File: config.mk
export PLATFORM = sky130hd
export DESIGN_NAME = fetch_queue
export DESIGN_NICKNAME = d
export VERILOG_FILES = /design/src/rtl/fetch_queue.sv
export SDC_FILE = /design/constraint.sdc
export NUM_CORES = 1
export LEC_CHECK = 0
export BUFFER_PORTS_ARGS = -buffer_cell sky130_fd_sc_hd__buf_2
export CAP_MARGIN = 20
export CORE_MARGIN = 2
export CORE_UTILIZATION = 47
export CTS_BUF_LIST = sky130_fd_sc_hd__clkbuf_8 sky130_fd_sc_hd__clkbuf_16
export DETAILED_ROUTE_END_ITERATION = 8
export GPL_ROUTABILITY_DRIVEN = 1
export PLACE_DENSITY = 0.66
export SLEW_MARGIN = 20
export SYNTH_ARGS = -nofsm -noshare
export SYNTH_HDL_FRONTEND = slang
export SYNTH_SLANG_ARGS = --single-unit
File: constraint.sdc
create_clock -name clk -period 4.3 [get_ports clk]
set_clock_uncertainty 0.1 [all_clocks]
set_input_delay 0.215 -clock clk [delete_from_list [all_inputs] [get_ports clk]]
set_output_delay 0.215 -clock clk [all_outputs]
set_load 0.03 [all_outputs]
File: src/rtl/fetch_queue.sv
// Instruction fetch queue: prefetches words from a combinational IM into a
// DEPTH-entry FIFO of {PC+4, IR} pairs, flushed and refetched on redirect.
module fetch_queue #(
  parameter int DEPTH = 4,
  parameter int IM_AW = 5
) (
  input  logic                     clk,
  input  logic                     rst,
  input  logic                     redirect,
  input  logic [31:0]              redirect_pc,
  output logic [IM_AW-1:0]         im_addr,
  input  logic [31:0]              im_data,
  input  logic                     deq,
  output logic                     out_valid,
  output logic [31:0]              out_pc,
  output logic [31:0]              out_ir,
  output logic [$clog2(DEPTH):0]   count
);

  localparam int PW = $clog2(DEPTH);
  localparam int CW = PW + 1;
  localparam logic [PW-1:0] PTR_ONE = PW'(1);
  localparam logic [CW-1:0] CNT_ONE = CW'(1);
  localparam logic [CW-1:0] CNT_MAX = CW'(DEPTH);

  logic [31:0]   fpc;
  logic [31:0]   fpcNext4;
  logic [PW-1:0] head;
  logic [PW-1:0] tail;
  logic [31:0]   pcMem [DEPTH];
  logic [31:0]   irMem [DEPTH];
  logic          notEmpty;
  logic          deqFire;
  logic          enq;

  assign fpcNext4 = fpc + 32'd4;
  assign notEmpty = (count != '0);
  assign deqFire  = deq && notEmpty && !redirect;
  // A full queue may still accept a word when the head leaves in the same cycle.
  assign enq      = !redirect && ((count < CNT_MAX) || deqFire);

  // NOTE: sequential state uses non-blocking assignments so every register
  // samples the pre-edge values of its neighbours.
  always_ff @(posedge clk) begin
    if (rst) begin
      fpc   <= 32'h0;
      head  <= '0;
      tail  <= '0;
      count <= '0;
    end else if (redirect) begin
      fpc   <= redirect_pc & ~32'h3;
      head  <= '0;
      tail  <= '0;
      count <= '0;
    end else begin
      if (enq) begin
        tail <= tail + PTR_ONE;
        fpc  <= fpcNext4;
      end
      if (deqFire) begin
        head <= head + PTR_ONE;
      end
      unique case ({enq, deqFire})
        2'b10:   count <= count + CNT_ONE;
        2'b01:   count <= count - CNT_ONE;
        default: count <= count;
      endcase
    end
  end

  // NOTE: entry storage has no reset; count gates every read, so stale
  // contents can never reach the outputs and the RAM stays reset-free.
  always_ff @(posedge clk) begin
    if (enq) begin
      pcMem[tail] <= fpcNext4;
      irMem[tail] <= im_data;
    end
  end

  assign out_valid = notEmpty && !rst;
  assign out_pc    = out_valid ? pcMem[head] : 32'h0;
  assign out_ir    = out_valid ? irMem[head] : 32'h0;
  assign im_addr   = rst ? '0 : fpc[IM_AW+1:2];

endmodule

# Word-level counts from Yosys, hierarchy flattened
# Memories as Yosys holds them, arrays and structs flattened. A register that Yosys moved wholly into a read port is not among the register bits.
# Cells that the tools add are included.
totals:
  ff_bits: 39
  mem_bits_rw: 256
  in_bits: 68
  wordCells: 38
  n_memories: 2
memory_table:
  columns: ["name", "depth", "word_bits", "rd", "rd_clocked_by_memory_dff", "write_ports", "line_no", "source"]
  rows:
  - ["irMem", 4, 32, 1, 1, 1, "31", "logic [31:0] irMem [DEPTH];"]
  - ["pcMem", 4, 32, 1, 1, 1, "30", "logic [31:0] pcMem [DEPTH];"]
op_classes:
  n_addsub: 5
  n_lt_le_gt_ge: 1
  n_eq_ne: 2
  muxes: 12
  n_reduce_logical: 11
ops:
  columns: ["operator", "n"]
  rows:
  - ["$mux 32", 4]
  - ["$add 32x3->32 const B", 1]
  - ["$mux 2", 4]
  - ["$pmux 3 s2", 1]
  - ["$mux 5", 1]
  - ["$add 2x1->2 const B", 2]
  - ["$logic_and 1x1->1", 4]
  - ["$reduce_bool 2->1", 2]
  - ["$add 3x1->3 const B", 1]
  - ["$lt 3x3->1 const B", 1]
  - ["$reduce_bool 3->1", 1]
  - ["$sub 3x1->3 const B", 1]
  - ["$eq 2x1->1 const B", 1]
  - ["$eq 2x2->1 const B", 1]
  - ["$logic_not 1->1", 2]
  - ["$mux 1", 2]
  - ["$reduce_or 2->1", 1]
  - ["$logic_or 1x1->1", 1]

# Longest topological paths before layout
depth:
  ltp_word: 7
  mapped_depth: 11
  ltp_nobuf: 10

# Worst setup path before layout
# OpenSTA, ideal clock, no wires.
synth_path:
  path_kind: "reg-to-reg"
  from: "register count[2]"
  to: "memory irMem[0][0] (enable)"
  setup_ns: 0.427
  arrival_ns: 2.357
  required_ns: 3.773
  slack_ns: 1.416
  stages_incl_launch_ff: 4
  n_path_buf: 1
  synth_period_minus_slack_ns: 2.884
  cell_sequence: "dfxtp_1 > clkbuf_1 > nand2_1 > and3_1"
synth_via:
  elab_chain_cells: 7
  word_cells_on_any_way: 8
synth_lines:
  columns: ["item", "line_no", "source"]
  rows:
  - ["from (decl)", "17", "output logic [$clog2(DEPTH):0] count"]
  - ["from (signal assigned)", "64", "2'b10: count <= count + CNT_ONE;"]
  - ["from (signal assigned)", "65", "2'b01: count <= count - CNT_ONE;"]
  - ["from (signal assigned)", "66", "default: count <= count;"]
  - ["parallel branches: the longest is 3 deep, another holds $lt 3x3->1", null, null]
  - ["$logic_or 1x1->1 (*)", "40", "assign enq = !redirect && ((count < CNT_MAX) || deqFire);"]
  - ["$logic_and 1x1->1 (*)", "40", null]
  - ["$mux 1 (*)", "74", "if (enq) begin"]
  - ["$mux 1 (not written as such) (*)", "76", "irMem[tail] <= im_data;"]
  - ["to (decl)", "31", null]
# Every way passes the cells marked *.

==> flow_summary.json <==
{
  "status": "finished, final reports clean",
  "synth_cell_types": 58,
  "synth_top_family_by_area": "multiplexers",
  "grt_pass1_vias": 7239,
  "synthMuxAreaShare": 0.114,
  "yosysSeqAreaShare": 0.674,
  "track_usage": 0.190,
  "mostFrequentLayoutCells": "edfxtp_1, buf_2, and2_1, mux4_2, dlygate4sd3_1",
  "rsz0062_at_grt": "false",
  "final_nets": 1036,
  "cts_root_buffer": "clkbuf_16",
  "cts-buffers-inserted": 29,
  "cp_max_fo": 35,
  "drt_pass1_iterations": 5,
  "final_layout_size_suffix_gt1_frac": 0.276,
  "synthXorXnorAreaFrac": 0.0294,
  "relSlewSlack": 0.355,
  "cp-start-kind": "flip-flop",
  "tightestPinTransition_ns": 0.958,
  "maxCapViolations": 0,
  "drtIter0Drc": 522,
  "switchingPower_mw": 1.27,
  "antennaDiodeCount": 0,
  "grt_start_max_net_pins": 43,
  "synthCells": 768,
  "grt_overflow": 0,
  "crit_path_end_kind": "primary output",
  "peakVddDrop_uv": 271,
  "syn-cell-area_sq_um": 12200,
  "power.density_nw_per_um2": 406,
  "dp.cells": 1198,
  "ant_nets": 0,
  "crit_arrival_ns": 2.74,
  "final_common_cell": "edfxtp_1",
  "use_met2": 0.314,
  "fin_cells": 1311,
  "fin_util": 0.583,
  "met3_usage": 0.0285,
  "share_seq_of_total_power": 0.533,
  "busiest_layer": "met2",
  "p_leak_nw": 5.18,
  "ys_ff_latch": 287,
  "fin_crit_sh": 0.710,
  "grt_pass1_wl_mm": 39.4,
  "r2r_setup_slack_ns": 1.75,
  "hpwl_mm": 15.8,
  "synth-compound-area-share": 0.0432,
  "async_flop_share": 0,
  "rr_endpoint": "pcMem[1][31]$_DFFE_PP_",
  "gp_congestion": 0.783,
  "internal_power_mw": 4.73,
  "syn_avg_cell_area_sq_um": 15.9,
  "rows": 58,
  "postCtsHoldBufs": 62,
  "min-delay-start": "redirect",
  "synthAdderAreaFrac": 0.00779,
  "min_to": "fpc[2]$_SDFFE_PP0P_",
  "max_freq_ghz": 0.327,
  "setup-violations-final": 0,
  "cts_buffer_depth": 3,
  "cts.repair.resized": 0,
  "clock_sinks": 287,
  "core_area_sq_um": 25300,
  "clockPowerShare": 0.398,
  "switching_share": 0.211,
  "pwr-share-comb": 0.069,
  "synth_ff_type": "edfxtp_1",
  "clock_latency_ns": 0.54,
  "area_growth_pct": 20.9,
  "yosys_warnings": 0,
  "antenna_found_initial": 0,
  "hold_class": "input port to flip-flop",
  "cts_tree": "done",
  "io_buffers": 136,
  "clk_pin_slew_ns": 0.06,
  "hold_depth": 3,
  "drt-total-wl_mm": 25.6,
  "hold_viol_final": 0,
  "grtUsageMet1": 0.267,
  "yosys.area_share.simple": 0.106,
  "htree_num_levels": 1,
  "timing.final.crit_period_ns": 3.05,
  "slew_violations": 0,
  "critPathKind": "flip-flop to primary output",
  "p_total_mw": 6.00,
  "postCtsSetupRepairBufs": 0,
  "timing.rr.start": "fpc[18]$_SDFFE_PP0P_",
  "via_per_inst": 5.52,
  "die_h_um": 165,
  "post_drt_wl_per_cell_um": 19.5,
  "fin_tns_setup_ns": 0,
  "die_x_um": 165,
  "dieArea_sq_um": 27300,
  "vias": 7231,
  "cp.required_ns": 3.98,
  "synth_edf_count": 248,
  "drcViolationCount": 0,
  "worst-r2r-cell-count": 4,
  "start_util": 0.482,
  "io_pins": 141
}
[state kept, by name, summed over array words and instances (netlist names), named ones only]
name	count
count	3
fpc	30
head	2
irMem	128
pcMem	120
tail	2
[cells by family after synthesis]
kind of cell / Yosys count
adder cells (fa/ha/maj): 7
XOR/XNOR: 41
buffers and inverters: 70
AO/OA/AOI/OAI: 70
multiplexers: 62
AND/OR/NAND/NOR: 230
other: 1
flip-flops: 287
[layout make-up]
type	instances	area [sq um]
Clock inverter	21	168
Inverter	18	67.6
Clock buffer	30	739
Multi-Input combinational cell	412	3700
Timing Repair Buffer	213	1450
Tap cell	330	413
Fill cell	1980	10600
Sequential cell	287	8230
[synth_stat cells, drive strengths merged, types with 10 or more instances]
| library cell | instances | area share |
|---|---|---|
| buf | 16 | 0.0079 |
| nand3 | 17 | 0.0080 |
| clkbuf | 36 | 0.011 |
| a311oi | 12 | 0.0086 |
| nor2 | 46 | 0.014 |
| dfxtp | 39 | 0.064 |
| xnor2 | 27 | 0.019 |
| edfxtp | 248 | 0.61 |
| mux4 | 62 | 0.11 |
| a21oi | 13 | 0.0053 |
| xor2 | 14 | 0.010 |
| inv | 18 | 0.0055 |
| o21ai | 11 | 0.0045 |
| nand2 | 25 | 0.0077 |
| nor3 | 11 | 0.0049 |
| a211oi | 12 | 0.0078 |
| nand4 | 16 | 0.0099 |
| and2 | 63 | 0.032 |
| or3 | 10 | 0.0051 |
[how the worst max path moves through the flow]
stage	start	to	slack, ns	depth (start not counted)
after floorplan	count[2]$_SDFFE_PP0P_	irMem[0][0]$_DFFE_PP_	1.42	3
after global placement	redirect	count[2]$_SDFFE_PP0P_	1.62	11
after detailed placement	redirect	count[2]$_SDFFE_PP0P_	1.61	11
after CTS	flip-flop	out_pc[30]	1.13	4
after global routing	flip-flop	out_ir[29]	1.02	4
final	flip-flop	out_ir[29]	1.25	4
[critical path, stage by stage (launching register included)]
cell     delay (ns)
dfxtp_4        0.84
buf_4          0.43
mux4_2         0.57
and2_1         0.17
buf_2          0.17
[per-stage QoR]
step	hold slack [ns]	setup slack, ns	instance area (sq um)
4_1_cts	0.0568	1.13	14800
3_5_place_dp	0.337	1.61	13200
2_1_floorplan	0.214	1.42	12200
3_3_place_gp	0.332	1.62	13200
5_1_grt	0.103	1.02	14800
6_report	0.0827	1.25	14800
[power by group through the flow]
stage	combinational [mW]	sequential (mW)	clock, mW
floorplan	0.254	3.23	0
global placement	0.366	3.25	0
detailed placement	0.373	3.26	0
CTS	0.417	3.20	2.44
global route	0.451	3.21	2.56
finish	0.412	3.20	2.39
[layer usage]
| layer | routed length (um) | up-vias | part of all wire |
|---|---|---|---|
| met5 | 0 | - | 0 |
| met2 | 12100 | 228 | 0.47 |
| li1 | - | 3354 | - |
| met3 | 1570 | 30 | 0.062 |
| met1 | 11500 | 3619 | 0.45 |
| met4 | 432 | 0 | 0.017 |
Power figures use the tool's default switching activity.
